--- config.mk ---
export PLATFORM = sky130hd
export DESIGN_NAME = lemmings_crowd_ctrl_flat
export DESIGN_NICKNAME = d
export VERILOG_FILES = /design/src/rtl/lemmings_crowd_ctrl_if.sv /design/src/rtl/lemmings_crowd_ctrl.sv /design/src/flat_wrapper.sv
export SDC_FILE = /design/constraint.sdc
export NUM_CORES = 1
export LEC_CHECK = 0
export CAP_MARGIN = 20
export CORE_MARGIN = 10
export CORE_UTILIZATION = 53
export DETAILED_ROUTE_END_ITERATION = 12
export PLACE_DENSITY_LB_ADDON = 0.25
export SLEW_MARGIN = 20
export SYNTH_ARGS = -nofsm -noshare
export SYNTH_HDL_FRONTEND = slang
export SYNTH_SLANG_ARGS = --single-unit
--- constraint.sdc ---
create_clock -name clk -period 3.2 [get_ports clk]
set_clock_uncertainty 0.05 [all_clocks]
set_input_delay 0.64 -clock clk [delete_from_list [all_inputs] [get_ports clk]]
set_output_delay 0.64 -clock clk [all_outputs]
set_load 0.05 [all_outputs]
--- src/rtl/lemmings_crowd_ctrl_if.sv ---
// Sensor, request and display signals between the lemming environment and the crowd controller.
// The master modport is the environment side; the slave modport is the controller side.
interface lemmings_crowd_ctrl_if;
  logic [3:0] bump_left;
  logic [3:0] bump_right;
  logic [3:0] ground;
  logic [3:0] dig_req;
  logic [3:0] walk_left;
  logic [3:0] walk_right;
  logic [3:0] aaah;
  logic [3:0] digging;
  logic [3:0] splat;
  logic       dig_busy;
  logic [1:0] dig_owner;

  modport master (
    output bump_left, bump_right, ground, dig_req,
    input  walk_left, walk_right, aaah, digging, splat, dig_busy, dig_owner
  );

  modport slave (
    input  bump_left, bump_right, ground, dig_req,
    output walk_left, walk_right, aaah, digging, splat, dig_busy, dig_owner
  );
endinterface

--- src/rtl/lemmings_crowd_ctrl.sv ---
// Four Lemmings walkers sharing one dig tool through a round-robin arbiter.
// Moore outputs one cycle after the sampled inputs; a dig request is only granted while the tool is free, never queued.
module lemmings_crowd_ctrl #(
  parameter int FALL_LIMIT = 20,
  parameter int CNT_W      = 5
) (
  input logic                  clk,
  input logic                  rst_n,
  lemmings_crowd_ctrl_if.slave bus
);
  typedef enum logic [2:0] {WL, WR, FALL_L, FALL_R, DIG_L, DIG_R, SPLAT} state_t;

  localparam logic [CNT_W-1:0] LIMIT = CNT_W'(FALL_LIMIT);

  state_t           state        [4];
  state_t           state_nxt    [4];
  logic [CNT_W-1:0] fall_cnt     [4];
  logic [CNT_W-1:0] fall_cnt_nxt [4];

  logic [1:0] last_grant;
  logic [1:0] winner;
  logic [1:0] idx;
  logic       found;
  logic [3:0] eligible;
  logic [3:0] grant;

  logic [3:0] walk_left;
  logic [3:0] walk_right;
  logic [3:0] aaah;
  logic [3:0] digging;
  logic [3:0] splat;
  logic       dig_busy;
  logic [1:0] dig_owner;

  // Arbiter: eligibility uses the registered busy flag, so a hand-off always leaves one idle cycle.
  always_comb begin
    eligible = '0;
    for (int i = 0; i < 4; i++) begin
      eligible[i] = (state[i] == WL || state[i] == WR) && bus.ground[i] &&
                    bus.dig_req[i] && !dig_busy;
    end
  end

  always_comb begin
    grant  = '0;
    found  = 1'b0;
    winner = last_grant;
    idx    = '0;
    for (int k = 1; k <= 4; k++) begin
      idx = last_grant + 2'(k);
      if (!found && eligible[idx]) begin
        found       = 1'b1;
        winner      = idx;
        grant[idx]  = 1'b1;
      end
    end
  end

  always_ff @(posedge clk or negedge rst_n) begin
    if (!rst_n) begin
      for (int i = 0; i < 4; i++) begin
        state[i]    <= WL;
        fall_cnt[i] <= '0;
      end
      last_grant <= 2'd3;
    end else begin
      for (int i = 0; i < 4; i++) begin
        state[i]    <= state_nxt[i];
        fall_cnt[i] <= fall_cnt_nxt[i];
      end
      if (found) begin
        last_grant <= winner;
      end
    end
  end

  always_comb begin
    for (int i = 0; i < 4; i++) begin
      state_nxt[i]    = state[i];
      fall_cnt_nxt[i] = '0;
      case (state[i])
        WL: begin
          if (!bus.ground[i])        state_nxt[i] = FALL_L;
          else if (grant[i])         state_nxt[i] = DIG_L;
          else if (bus.bump_left[i]) state_nxt[i] = WR;
        end
        WR: begin
          if (!bus.ground[i])         state_nxt[i] = FALL_R;
          else if (grant[i])          state_nxt[i] = DIG_R;
          else if (bus.bump_right[i]) state_nxt[i] = WL;
        end
        FALL_L, FALL_R: begin
          if (!bus.ground[i]) begin
            fall_cnt_nxt[i] = (fall_cnt[i] >= LIMIT) ? LIMIT : fall_cnt[i] + 1'b1;
          end else if (fall_cnt[i] >= LIMIT) begin
            state_nxt[i] = SPLAT;
          end else begin
            state_nxt[i] = (state[i] == FALL_L) ? WL : WR;
          end
        end
        DIG_L: if (!bus.ground[i]) state_nxt[i] = FALL_L;
        DIG_R: if (!bus.ground[i]) state_nxt[i] = FALL_R;
        default: state_nxt[i] = state[i];
      endcase
    end
  end

  always_comb begin
    walk_left  = '0;
    walk_right = '0;
    aaah       = '0;
    digging    = '0;
    splat      = '0;
    dig_owner  = '0;
    for (int i = 0; i < 4; i++) begin
      walk_left[i]  = (state[i] == WL);
      walk_right[i] = (state[i] == WR);
      aaah[i]       = (state[i] == FALL_L) || (state[i] == FALL_R);
      digging[i]    = (state[i] == DIG_L) || (state[i] == DIG_R);
      splat[i]      = (state[i] == SPLAT);
      if (digging[i]) begin
        dig_owner = 2'(i);
      end
    end
    dig_busy = |digging;
  end

  assign bus.walk_left  = walk_left;
  assign bus.walk_right = walk_right;
  assign bus.aaah       = aaah;
  assign bus.digging    = digging;
  assign bus.splat      = splat;
  assign bus.dig_busy   = dig_busy;
  assign bus.dig_owner  = dig_owner;
endmodule
--- src/flat_wrapper.sv ---
// flat-port wrapper written by rule: the top's interface ports become plain ports
module lemmings_crowd_ctrl_flat 
#(
  parameter int FALL_LIMIT = 20,
  parameter int CNT_W      = 5
)
  (clk, rst_n, bus_bump_left, bus_bump_right, bus_ground, bus_dig_req, bus_walk_left, bus_walk_right, bus_aaah, bus_digging, bus_splat, bus_dig_busy, bus_dig_owner);
  lemmings_crowd_ctrl_if bus_i ();
  input logic clk;
  input logic rst_n;
  input wire logic [$bits(bus_i.bump_left)-1:0] bus_bump_left;
  input wire logic [$bits(bus_i.bump_right)-1:0] bus_bump_right;
  input wire logic [$bits(bus_i.ground)-1:0] bus_ground;
  input wire logic [$bits(bus_i.dig_req)-1:0] bus_dig_req;
  output wire logic [$bits(bus_i.walk_left)-1:0] bus_walk_left;
  output wire logic [$bits(bus_i.walk_right)-1:0] bus_walk_right;
  output wire logic [$bits(bus_i.aaah)-1:0] bus_aaah;
  output wire logic [$bits(bus_i.digging)-1:0] bus_digging;
  output wire logic [$bits(bus_i.splat)-1:0] bus_splat;
  output wire logic [$bits(bus_i.dig_busy)-1:0] bus_dig_busy;
  output wire logic [$bits(bus_i.dig_owner)-1:0] bus_dig_owner;
  assign bus_i.bump_left = bus_bump_left;
  assign bus_i.bump_right = bus_bump_right;
  assign bus_i.ground = bus_ground;
  assign bus_i.dig_req = bus_dig_req;
  assign bus_walk_left = bus_i.walk_left;
  assign bus_walk_right = bus_i.walk_right;
  assign bus_aaah = bus_i.aaah;
  assign bus_digging = bus_i.digging;
  assign bus_splat = bus_i.splat;
  assign bus_dig_busy = bus_i.dig_busy;
  assign bus_dig_owner = bus_i.dig_owner;
  lemmings_crowd_ctrl #(.FALL_LIMIT(FALL_LIMIT), .CNT_W(CNT_W)) u_core (.clk(clk), .rst_n(rst_n), .bus(bus_i));
endmodule
==> results.md <==
* Outcome: finished clean
* Setup-failing EPs final at 0
* Final WL at 5150 µm
* Hold_buf cts at 0
* I/O Buffers at 40
* Row cnt at 23
* Critical path fanouts, max at 10
* Crit-path cells: nor2b_1 -> nand2b_1 -> clkdlybuf4s50_1
* Comb pwr share at 44.2%
* Slew @ Worst Pin at 0.516 ns
* Syn_area_per_cell at 8.90 µm²
* Net Sw Power at 669 µW
* Synth top cells by count: dfrtp_1, nand2_1, inv_1, nor2_1, ha_1
* Top FF cell, synth: dfrtp_1
* Routed vias at around 2k
* Max stage delay on crit path at around 0.8 ns
* Top-level port count at slightly above 40
* Layout cells sized above 1 at between 8 and 9%
* Layout Nets at between 300 and 400
* CP Class: reg -> out
* Worst VDD drop at ~0.26 mV
* All-layer global routing usage at around 15%
* Root Buffer: clkbuf_8
* Wirelength per Cell at 14.5 µm
* Fin crit share at 86.8%
* Global route total overflow at 0
* Final RePlAce weighted congestion at 0.895
* MaxCap Viol Count at 0
* Synth area leader: dfrtp_1
* HPWL Detailed at 4040 µm
* Slew HR at approximately two thirds
* Initial DRC Count at 152
* Simple-gate share of the synthesized area at 25.4%
* Peak Freq at 360 MHz
* Mux cell area share after synthesis at 4.76%
* Final Hold Fails at 0
* Worst Setup End Kind: output port
* Synth Area in XOR/XNOR at 3.41%
* H-tree depth at 2
* Final Max Tran Viols at 0
* Synth warn at 0
* Initial antenna violation count at 0
* Clock sinks at 34
* ANT cells at 0
* Final instance area at 2830 µm²
* Mapped Area at 2310 µm²
* Crit-path slowest cell: clkdlybuf4s50_1
* Core Area at 4120 µm²
* Synth top area share at roughly 35%
* Period minus WS final at 2.78 ns
* Worst EP required at ~2.5 ns
* Post-route ant nets at 0
* Die X at between 80 and 90 µm
* RSZ-0062 raised after global routing: no
* DRC at 0
* Switching share of total power at 41.8%
* Resize count post-CTS at 0
* Ys async rst share at 100%
* Post-synth EDFFs at 0
* Synthesis-stage register bit count at 34
* Clock-pin slew on the worst setup and hold paths at 0.07 ns
* Worst Hold Class: reg -> reg
* Pint at slightly above 900 µW
* First-pass GRT wire length at 9000 µm
* Largest net degree at the start of global routing at 35
* Placement Cell Area at 2740 µm²
* Clock power frac at 20.5%
* PwrDens at 565 nW/µm²
* CTS tree: yes
* Post-synth cell types at 44
* Worst EP arrival at 2.09 ns
* Post-synthesis compound-gate area fraction at about 14%
* Syn nets at 293
* Die height at 86.1 µm
* Die area at about 7400 µm²
* Vias in the first global route at 1981
* LEAKAGE at 0.00127 µW
* Seq/Total Area, Yosys at between 30% and 40%
* Postcts setup bufs at 0
* Largest family of logic cells by synthesized area: simple AND/OR/NAND/NOR gates
* Seq pwr share at 35.3%
* Clk_lat worst skew at approximately 0.29 ns
* Gate Count Post-Synth at 260
* Setup crit start kind: flop
* Top cells by area, synth: dfrtp_1, ha_1, nand2_1, inv_1, nor2_1
* Initial core utilization at about 56%
* Buffer depth of the longest clock path at 2
* Pre-antenna DRT Iters at 4
* CTS Buf Count at 5
* Vias/cell at around 5.5
* Setup TNS after final layout at 0 ns
* Adder-cell share of the synthesized area at 8.11%
* Area Overhead vs Synth at 22.4%
[worst max-delay path: cells and delay by family (launching register included)]
family	cells	cell delay (ns)
and+or+nand+nor	2	0.52
DFF	1	0.48
buffers and inverters	1	0.80
[cell families (layout without fill, tap and decap cells)]
group                      after synthesis  in the layout
adders and majority gates               15             15
DFF                                     34             34
buffers and inverters                   33             79
xor gates and xnor gates                 9              9
AOI/OAI and AO/OA                       49             49
and+or+nand+nor                        113            113
muxes                                    7              7
[final timing paths]
kind | cells after the start | slack, ns | from | endpoint
worst max-delay path | 3 | 0.42 | u_core.state[2]$_DFFE_PN0P_ | bus_dig_owner[1]
worst min-delay path | 1 | 0.44 | u_core.fall_cnt[0]$_DFF_PN0_ | u_core.fall_cnt[0]$_DFF_PN0_
worst max register to register | 7 | 0.69 | u_core.last_grant[1]$_DFFE_PN1P_ | u_core.state[9]$_DFFE_PN0P_
worst min register to register | 1 | 0.44 | u_core.fall_cnt[0]$_DFF_PN0_ | u_core.fall_cnt[0]$_DFF_PN0_
max in group asynchronous | 2 | 2.05 | rst_n | u_core.last_grant[0]$_DFFE_PN1P_
min in group asynchronous | 2 | 0.70 | rst_n | u_core.fall_cnt[6]$_DFF_PN0_
[routing by layer]
metal,vias up,global-route usage [%],share of wire [%]
met5,-,0,0
met4,0,5.39,1.3
met3,6,3.88,5.4
met2,50,26.1,50
met1,925,16.4,43
li1,991,-,-
[metrics by stage]
| step | hold WS [ns] | utilization, % | setup slack [ns] | cells | total power, µW |
|---|---|---|---|---|---|
| floorplan | 0.294 | - | 0.652 | 260 | 1080 |
| global placement | 0.420 | 66.6 | 0.193 | 348 | 1270 |
| detailed placement | 0.431 | 66.6 | 0.163 | 348 | 1280 |
| CTS | 0.445 | 68.8 | 0.426 | 356 | 1610 |
| global route | 0.460 | 68.8 | 0.310 | 356 | 1710 |
| finish | 0.440 | 68.8 | 0.424 | 356 | 1600 |
[layout by cell type, fill, tap and decap left out, drive strengths merged, types with 2 or more instances in the layout]
cell type,netlist,layout
xor2,4,4
o221ai,2,2
nor4,2,2
a21oi,10,10
dfrtp,32,32
mux2,2,2
and2,2,2
mux2i,2,2
nand2,32,32
clkdlybuf4s50,0,39
clkbuf,0,7
nor2,23,23
a21o,4,4
a32oi,2,2
o21a,3,3
o21ai,14,14
mux4,3,3
or4bb,2,2
and4bb,4,4
a31oi,5,5
nand2b,12,12
xnor2,5,5
nand3,14,14
buf,8,7
ha,15,15
a22oi,2,2
dfstp,2,2
inv,25,25
nor2b,4,4
o31a,2,2
nand4bb,2,2
nor3,11,11
[state kept, by name, indices dropped and copies added, names as in the netlist]
signal             cells
u_core.fall_cnt       20
u_core.last_grant      2
u_core.state          12
[power groups by stage]
stage | Combinational, µW | Sequential (µW) | Clock, µW
finish | 707 | 565 | 329
global route | 781 | 577 | 351
CTS | 712 | 562 | 340
detailed placement | 708 | 570 | 0
global placement | 700 | 569 | 0
floorplan | 530 | 546 | 0
[area by class of cell]
class | instances | area (µm²)
Fill cell | 347 | 1280
Clock inverter | 1 | 5.00
Sequential cell | 34 | 853
Inverter | 25 | 93.8
Multi-Input combinational cell | 193 | 1290
Clock buffer | 7 | 86.3
Tap cell | 50 | 62.6
Timing Repair Buffer | 46 | 443
Power figures use the tool's default switching activity.
